--- src/rtl/fetch_queue_pkg.sv ---
// Shared defaults and queue entry layout for the fetch queue.
package fetch_queue_pkg;
  localparam int          WORD_WIDTH_DEF = 32;
  localparam int          ADDR_WIDTH_DEF = 9;
  localparam int          DEPTH_DEF      = 4;
  localparam logic [31:0] BOOT_ADDR_DEF  = 32'h0000_0000;

  // An entry is {pc, ir}: pc in the high half, instruction in the low half.
  function automatic int entry_width(input int word_width);
    return 2 * word_width;
  endfunction
endpackage

--- src/rtl/fetch_queue_fifo.sv ---
// Synchronous FIFO of fetched entries; clear wins over push/pop.
module fetch_fifo #(
  parameter int WIDTH = 64,
  parameter int DEPTH = 4
) (
  input  logic                       clk,
  input  logic                       rst,
  input  logic                       clear,
  input  logic                       push,
  input  logic [WIDTH-1:0]           din,
  input  logic                       pop,
  output logic [WIDTH-1:0]           dout,
  output logic [$clog2(DEPTH+1)-1:0] count
);
  localparam int PW = $clog2(DEPTH);
  localparam int CW = $clog2(DEPTH+1);

  logic [WIDTH-1:0] mem [DEPTH];
  logic [PW-1:0]    rd_ptr, wr_ptr;

  // Storage array: no reset, contents only matter while counted valid.
  always_ff @(posedge clk) begin
    if (push && !clear && !rst) mem[wr_ptr] <= din;
  end

  // Pointers wrap naturally at DEPTH (power of two); count tracks occupancy.
  always_ff @(posedge clk) begin
    if (rst || clear) begin
      rd_ptr <= '0;
      wr_ptr <= '0;
      count  <= '0;
    end else begin
      if (push) wr_ptr <= wr_ptr + PW'(1);
      if (pop)  rd_ptr <= rd_ptr + PW'(1);
      count <= count + CW'(push) - CW'(pop);
    end
  end

  assign dout = mem[rd_ptr];
endmodule

--- src/rtl/fetch_queue.sv ---
// Instruction fetch with credit-based issue into a DEPTH-entry {pc, ir} queue.
module fetch_queue
  import fetch_queue_pkg::*;
#(
  parameter int                    ADDR_WIDTH = ADDR_WIDTH_DEF,
  parameter int                    WORD_WIDTH = WORD_WIDTH_DEF,
  parameter logic [WORD_WIDTH-1:0] BOOT_ADDR  = BOOT_ADDR_DEF,
  parameter int                    DEPTH      = DEPTH_DEF
) (
  input  logic                  clk,
  input  logic                  rst,
  input  logic                  jump,
  input  logic [WORD_WIDTH-1:0] target,
  output logic                  mem_en,
  output logic [ADDR_WIDTH-1:0] mem_addr,
  input  logic [WORD_WIDTH-1:0] mem_data,
  output logic                  out_valid,
  input  logic                  out_ready,
  output logic [WORD_WIDTH-1:0] out_pc,
  output logic [WORD_WIDTH-1:0] out_ir
);
  localparam int EW = entry_width(WORD_WIDTH);
  localparam int CW = $clog2(DEPTH+1);

  logic [WORD_WIDTH-1:0] fetch_pc, inflight_pc;
  logic                  inflight;
  logic [CW-1:0]         count;
  logic [EW-1:0]         head;
  logic                  pop, push, space;
  logic [CW:0]           occupancy;

  assign out_valid = (count != '0) & ~jump & ~rst;
  assign pop       = out_valid & out_ready;
  assign push      = inflight & ~jump & ~rst;

  // Credits: entries held plus the read in flight, minus what leaves now.
  assign occupancy = {1'b0, count} + (CW+1)'(inflight) - (CW+1)'(pop);
  assign space     = occupancy < (CW+1)'(DEPTH);

  // Memory strobe/address: reset parks at boot, redirect issues the target.
  always_comb begin
    mem_en   = 1'b0;
    mem_addr = fetch_pc[ADDR_WIDTH-1:0];
    if (rst) begin
      mem_addr = BOOT_ADDR[ADDR_WIDTH-1:0];
    end else if (jump) begin
      mem_en   = 1'b1;
      mem_addr = target[ADDR_WIDTH-1:0];
    end else if (space) begin
      mem_en   = 1'b1;
    end
  end

  // Issue state: rst > jump > normal issue; no credit means the pc holds.
  always_ff @(posedge clk) begin
    if (rst) begin
      fetch_pc <= BOOT_ADDR;
      inflight <= 1'b0;
    end else if (jump) begin
      fetch_pc    <= target + WORD_WIDTH'(1);
      inflight    <= 1'b1;
      inflight_pc <= target;
    end else if (space) begin
      fetch_pc    <= fetch_pc + WORD_WIDTH'(1);
      inflight    <= 1'b1;
      inflight_pc <= fetch_pc;
    end else begin
      inflight <= 1'b0;
    end
  end

  fetch_fifo #(.WIDTH(EW), .DEPTH(DEPTH)) u_fifo (
    .clk   (clk),
    .rst   (rst),
    .clear (jump),
    .push  (push),
    .din   ({inflight_pc, mem_data}),
    .pop   (pop),
    .dout  (head),
    .count (count)
  );

  assign out_pc = head[EW-1 -: WORD_WIDTH];
  assign out_ir = head[WORD_WIDTH-1:0];
endmodule

--- config.mk ---
export PLATFORM = sky130hd
export DESIGN_NAME = fetch_queue
export DESIGN_NICKNAME = d
export VERILOG_FILES = /design/src/rtl/fetch_queue_pkg.sv /design/src/rtl/fetch_queue_fifo.sv /design/src/rtl/fetch_queue.sv
export SDC_FILE = /design/constraint.sdc
export NUM_CORES = 1
export LEC_CHECK = 0
export CAP_MARGIN = 20
export CELL_PAD_IN_SITES_DETAIL_PLACEMENT = 1
export CELL_PAD_IN_SITES_GLOBAL_PLACEMENT = 1
export CORE_MARGIN = 2
export CORE_UTILIZATION = 45
export CTS_CLUSTER_DIAMETER = 120
export CTS_CLUSTER_SIZE = 40
export DETAILED_ROUTE_END_ITERATION = 16
export PLACE_DENSITY = 0.72
export SYNTH_ARGS = -nofsm -noshare
export SYNTH_HDL_FRONTEND = slang
export SYNTH_SLANG_ARGS = --single-unit
--- constraint.sdc ---
create_clock -name clk -period 15.3 [get_ports clk]
set_clock_uncertainty 0.05 [all_clocks]
set_input_delay 3.06 -clock clk [delete_from_list [all_inputs] [get_ports clk]]
set_output_delay 3.06 -clock clk [all_outputs]
set_load 0.01 [all_outputs]
---- After elaboration in Yosys (flattened, before gate mapping) ----
Memory sizes are Yosys's and may differ from the RTL's. A register that Yosys moved wholly into a read port is not among the register bits.
Cells that the tools add are included.
operators by class
  $add $sub $neg .......................... 8
  order comparisons ....................... 1
  muxes and demuxes ....................... 13
  bitwise gates (word level) .............. 7
  reductions and logical operators ........ 8
operator list
  cell                     number
  $mux W32                 4
  $add A32 B1 Y32 const B  2
  $mux W9                  2
  $and A1 B1 Y1            5
  $mux W1                  5
  $add A2 B1 Y2 const B    2
  $add A3 B1 Y4            1
  $lt A4 B3 Y1 const B     1
  $mux W2                  2
  $sub A4 B1 Y4            1
  $add A3 B1 Y3            1
  $reduce_bool A3 Y1       1
  $sub A3 B1 Y3            1
  $logic_and A1 B1 Y1      2
  $logic_not A1 Y1         2
  $not A1 Y1               2
  $reduce_and A2 Y1        1
  $reduce_bool A2 Y1       1
  $logic_or A1 B1 Y1       1
word-level totals
  register bits ........................... 72
  memory bits (writable) .................. 256
  input bits .............................. 68
  output and inout bits ................... 75
  word-level logic and storage cells ...... 44
  memories kept ........................... 1
memories
  name        depth  bits a word  rd ports  clocked after memory_dff  wr ports  RTL line                RTL
  u_fifo.mem  4      64           1         1                         1         fetch_queue_fifo.sv:18  logic [WIDTH-1:0] mem [DEPTH];

---- Depth between registers and ports, before layout ----
  depth in word-level cells ............... 9
  gate-level depth with buffers ........... 16
  gate-level depth less buffers ........... 11

---- Hierarchy ----
From an unflattened synthesis, not the netlist that was laid out.
unflattened totals
  cells, all modules ...................... 785
  area total of the unflattened synthesis .. 13,526.7 um^2
modules (own cells, without submodules)
  module       instances  cells an instance  area an instance (um^2)
  fetch_fifo   1          377                9,751.9
  fetch_queue  1          408                3,774.9

---- Worst setup path before layout ----
OpenSTA, ideal clock, no wires.
  path kind ............................... in2out
  from .................................... in jump
  to ...................................... out mem_en
  arrival time ............................ 6,120 ps
  slack ................................... 6,070 ps
  stages on the path ...................... 13
  buffers on the path ..................... 4
  cells stage by stage .................... buf_6 -> buf_4 -> buf_2 -> buf_2 -> nor2_1 -> o311a_1 -> ha_1 -> inv_1 -> ha_1 -> and3b_1 -> nor4_1 -> o31ai_2 -> inv_1
between the ends
  cells in the longest elaborated chain, start to end .. 9
ends and longest elaborated chain
  element                      RTL line           RTL
  start: declaration           fetch_queue.sv:12  input logic jump,
  $not A1 Y1                   fetch_queue.sv:32  assign out_valid = (count != '0) & ~jump & ~rst;
  $and A1 B1 Y1 (2 in series)  fetch_queue.sv:32
  $and A1 B1 Y1                fetch_queue.sv:33  assign pop = out_valid & out_ready;
  net pop                      fetch_queue.sv:29  logic pop, push, space;
  $sub A4 B1 Y4                fetch_queue.sv:37  assign occupancy = {1'b0, count} + (CW+1)'(inflight) - (CW+1)'(pop);
  $lt A4 B3 Y1                 fetch_queue.sv:38  assign space = occupancy < (CW+1)'(DEPTH);
  $mux W1                      fetch_queue.sv:49  end else if (space) begin
  $mux W1                      fetch_queue.sv:46  end else if (jump) begin
  $mux W1                      fetch_queue.sv:44  if (rst) begin
  end: declaration             fetch_queue.sv:14  output logic mem_en,
The timed path passes the listed nets, and every way through them passes these cells.

---- Worst setup path after layout ----
  from .................................... in rst
  to ...................................... out mem_en
between the ends
  cells in the longest elaborated chain, start to end .. 8
ends and longest elaborated chain
  element               RTL line           RTL
  start: declaration    fetch_queue.sv:11  input logic rst,
  $not A1 Y1 (no line)  -
  $and A1 B1 Y1         fetch_queue.sv:32
  $and A1 B1 Y1         fetch_queue.sv:33
  net pop               fetch_queue.sv:29
  $sub A4 B1 Y4         fetch_queue.sv:37
  $lt A4 B3 Y1          fetch_queue.sv:38
  $mux W1               fetch_queue.sv:49
  $mux W1               fetch_queue.sv:46
  $mux W1               fetch_queue.sv:44
The timed path passes the listed nets, and every way through them passes these cells.

==> run summary <==
Cell variety after synth = 63
Number of global-route vias before repair = 7862
Final hold violations = 0
Clock power frac = 0.276
P_leak = 5.086 nW
Post-Synthesis Cell Area = 13430 µm²
Hold crit path type = flop to flop
Die H = 176.7 µm
H-tree depth = 1
Crit path buffers/inverters = 6
GPL Wtd Cong = 0.8523
Core area = 29480 µm²
# clock sinks = 330
IO buf count = 142
FMAX = 103.6 MHz
Reg power frac = 0.655
Least-Margin Pin Slew = 1.011 ns
DR vias = 7453
PostCTS Resize Cnt = 0
Async S/R FF share, synth = 0
DR DRC count = 0
GR Util All Layers = 0.1910
Synth Instances = 785
Clock tree from TritonCTS = built
Placed Instance Area = 15280 µm²
Sw frac = 0.2164
Mapped Avg Cell Area = 17.10 µm²
Worst path slowest cell = clkdlybuf4s50_1
Max FO, Critical Path = 42
Final core occ = 0.5311
Setup violators final = 0
Fin crit share = 0.6307
DPL Wire Length = 18.62 mm
Commonest non-fill, non-tap cells in the layout = edfxtp_1, clkdlybuf4s50_1, mux4_2, nand2_1, dfxtp_1
Number of synthesized flops with an enable pin = 288
Max Root-Sink Buffers = 3
N_diodes = 0
Global-route wire length before repair = 45.75 mm
Combinational share of power = 0.069
Tmin final = 9.650 ns
Root Driver = clkbuf_16
Post-synth net total = 863
P_int = 0.001220 W
Prevailing post-synth register cell = edfxtp_1
Worst-path clk slew = 0.13 ns
Via density = 5.676
Grt ovf = 0
Largest stage delay, worst path = 0.53 ns
MaxCap Viol Count = 0
PD cells = 99.43 nW/µm²
Num rows = 63
Share of cells above drive strength 1 = 0.1322
CP endpoint kind = output port
Status = completed
Drt wl/cell = 22.29 µm
Rel. slew slack = 0.3259
CTS Hold Bufs = 0
Yosys warnings = 0
Drt pass-1 iters = 5
Clock latency at the later pin of the worst-skew pair = 0.51 ns
Setup TNS = 0 ns
Overall die width = 176.7 µm
Largest net degree at the start of global routing = 80
Family with the most delay on the worst path = buffers and inverters
Area Overhead vs Synth = 16.62%
Io pins = 143
Starting DRT DRC Count = 573
Worst EP required = 12.19 ns
Num CTS Buffers = 12
Critical Path Source Type = input pin
# Post-CTS Setup Buffers = 0
RSZ-0062 raised after global routing = false
Detailed Route WL = 29.27 mm
Worst VDD drop = 0.06144 mV
Initial antenna violation count = 0
Fin. max-slew vios = 0
Post-route ant nets = 0
Critical path class = input pin to output port
Post-route cell area = 15660 µm²
Cell chain of the critical path = clkdlybuf4s50_1 -> buf_4 -> nor2_1 -> o311a_1 -> ha_1 -> inv_1 -> ha_1 -> and3b_1 -> nor4_1 -> o31ai_2 -> buf_4 -> inv_1 -> clkdlybuf4s50_1
FF+latch count, synth = 330
Initial Utilization = 0.4554
Nets = 995
NetSw = 0.0003368 W
Most common cell after layout, fill and taps aside = edfxtp_1
Die footprint = 31240 µm²
Seq/Total Area, Yosys = 0.7067
CP arrival = 6.54 ns
[synth_stat cells (3+ instances only)]
cell	number	area, µm²
edfxtp_1	288	8648
mux4_2	64	1441
nand2_1	46	172.7
dfxtp_1	42	840.8
inv_1	39	146.4
nand3_1	25	125.1
nor2_1	25	93.84
nand4_1	23	143.9
mux2i_1	22	220.2
clkbuf_1	21	78.83
a21oi_1	15	75.07
nand3b_1	10	75.07
xnor2_1	10	87.58
ha_1	9	112.6
mux2_2	8	90.09
o2111ai_1	8	70.07
o21ai_0	8	40.04
and3_1	7	43.79
buf_1	7	26.28
buf_2	7	35.03
a22oi_1	6	45.04
or4_1	6	45.04
and2_1	5	31.28
nand4b_1	5	43.79
nor3_1	5	25.02
o22ai_1	5	31.28
o311ai_1	5	43.79
xor2_1	5	43.79
a222oi_1	4	40.04
o211ai_1	4	30.03
o311ai_0	4	35.03
a211oi_1	3	22.52
a31oi_1	3	18.77
nor2b_1	3	18.77
or3_1	3	18.77
or4b_1	3	30.03
[logic make-up (layout without fill, tap and decap cells)]
logic type      Yosys count  in the layout  synth area share
flops                   330            330            0.7067
fa+ha+maj                10             10          0.009878
buf+inv                  78            216           0.02479
mux                      94             94            0.1305
xor+xnor                 15             15          0.009784
simple gates            180            180           0.07595
compound gates           78             78           0.04240
[metrics by stage]
| stage | total power, W | instances | hold slack [ns] | setup slack, ns |
|---|---|---|---|---|
| after floorplan | 0.001088 | 785 | 0.3925 | 6.070 |
| after global placement | 0.001145 | 1293 | 0.4169 | 5.749 |
| after detailed placement | 0.001149 | 1293 | 0.4323 | 5.636 |
| after CTS | 0.001576 | 1313 | 0.4661 | 5.629 |
| after global routing | 0.001608 | 1313 | 0.4785 | 5.424 |
| final | 0.001557 | 1313 | 0.4587 | 5.650 |
[worst paths after layout]
kind / start / slack (ns) / depth (start not counted) / endpoint
worst min-delay path: fetch_pc[0] / 0.46 / 2 / fetch_pc[0]
worst min register to register: fetch_pc[0] / 0.46 / 2 / fetch_pc[0]
worst max register to register: u_fifo.count[0] / 11.78 / 8 / fetch_pc[25]
worst max-delay path: rst / 5.65 / 13 / mem_en
[tightest hold or removal path: stages (launching register included)]
cell     delay [ns]
dfxtp_1        0.36
nand2_1        0.06
a21oi_1        0.06
[per-layer routing]
metal,part of all wire,GRT usage,wire (µm),vias up
li1,-,-,-,3385
met1,0.45,0.2650,13140,3872
met2,0.50,0.3324,14510,168
met3,0.041,0.01976,1209,28
met4,0.014,0.03409,410,0
met5,0,0,0,-
[registers in the layout, summed over array words and instances (netlist names), named ones only]
signal,flops
inflight_pc,32
fetch_pc,32
u_fifo.count,3
u_fifo.mem,256
u_fifo.rd_ptr,2
inflight,1
u_fifo.wr_ptr,2
[layout make-up]
| class | count | area [µm²] |
|---|---|---|
| clock buffer | 18 | 344.1 |
| clock inverter | 2 | 36.28 |
| fill | 2788 | 13820 |
| inverter | 39 | 146.4 |
| multi-input combinational | 377 | 3620 |
| sequential | 330 | 9494 |
| tap | 390 | 488.0 |
| timing repair buffer | 157 | 1529 |
[power by group through the flow]
stage | clock, W | combinational (W) | sequential [W]
after floorplan | 0 | 0.0000539 | 0.00103
after global placement | 0 | 0.000107 | 0.00104
after detailed placement | 0 | 0.000109 | 0.00104
after CTS | 0.000447 | 0.000109 | 0.00102
after global routing | 0.000467 | 0.000118 | 0.00102
final | 0.000429 | 0.000108 | 0.00102
(Power assumes the default switching activity.)
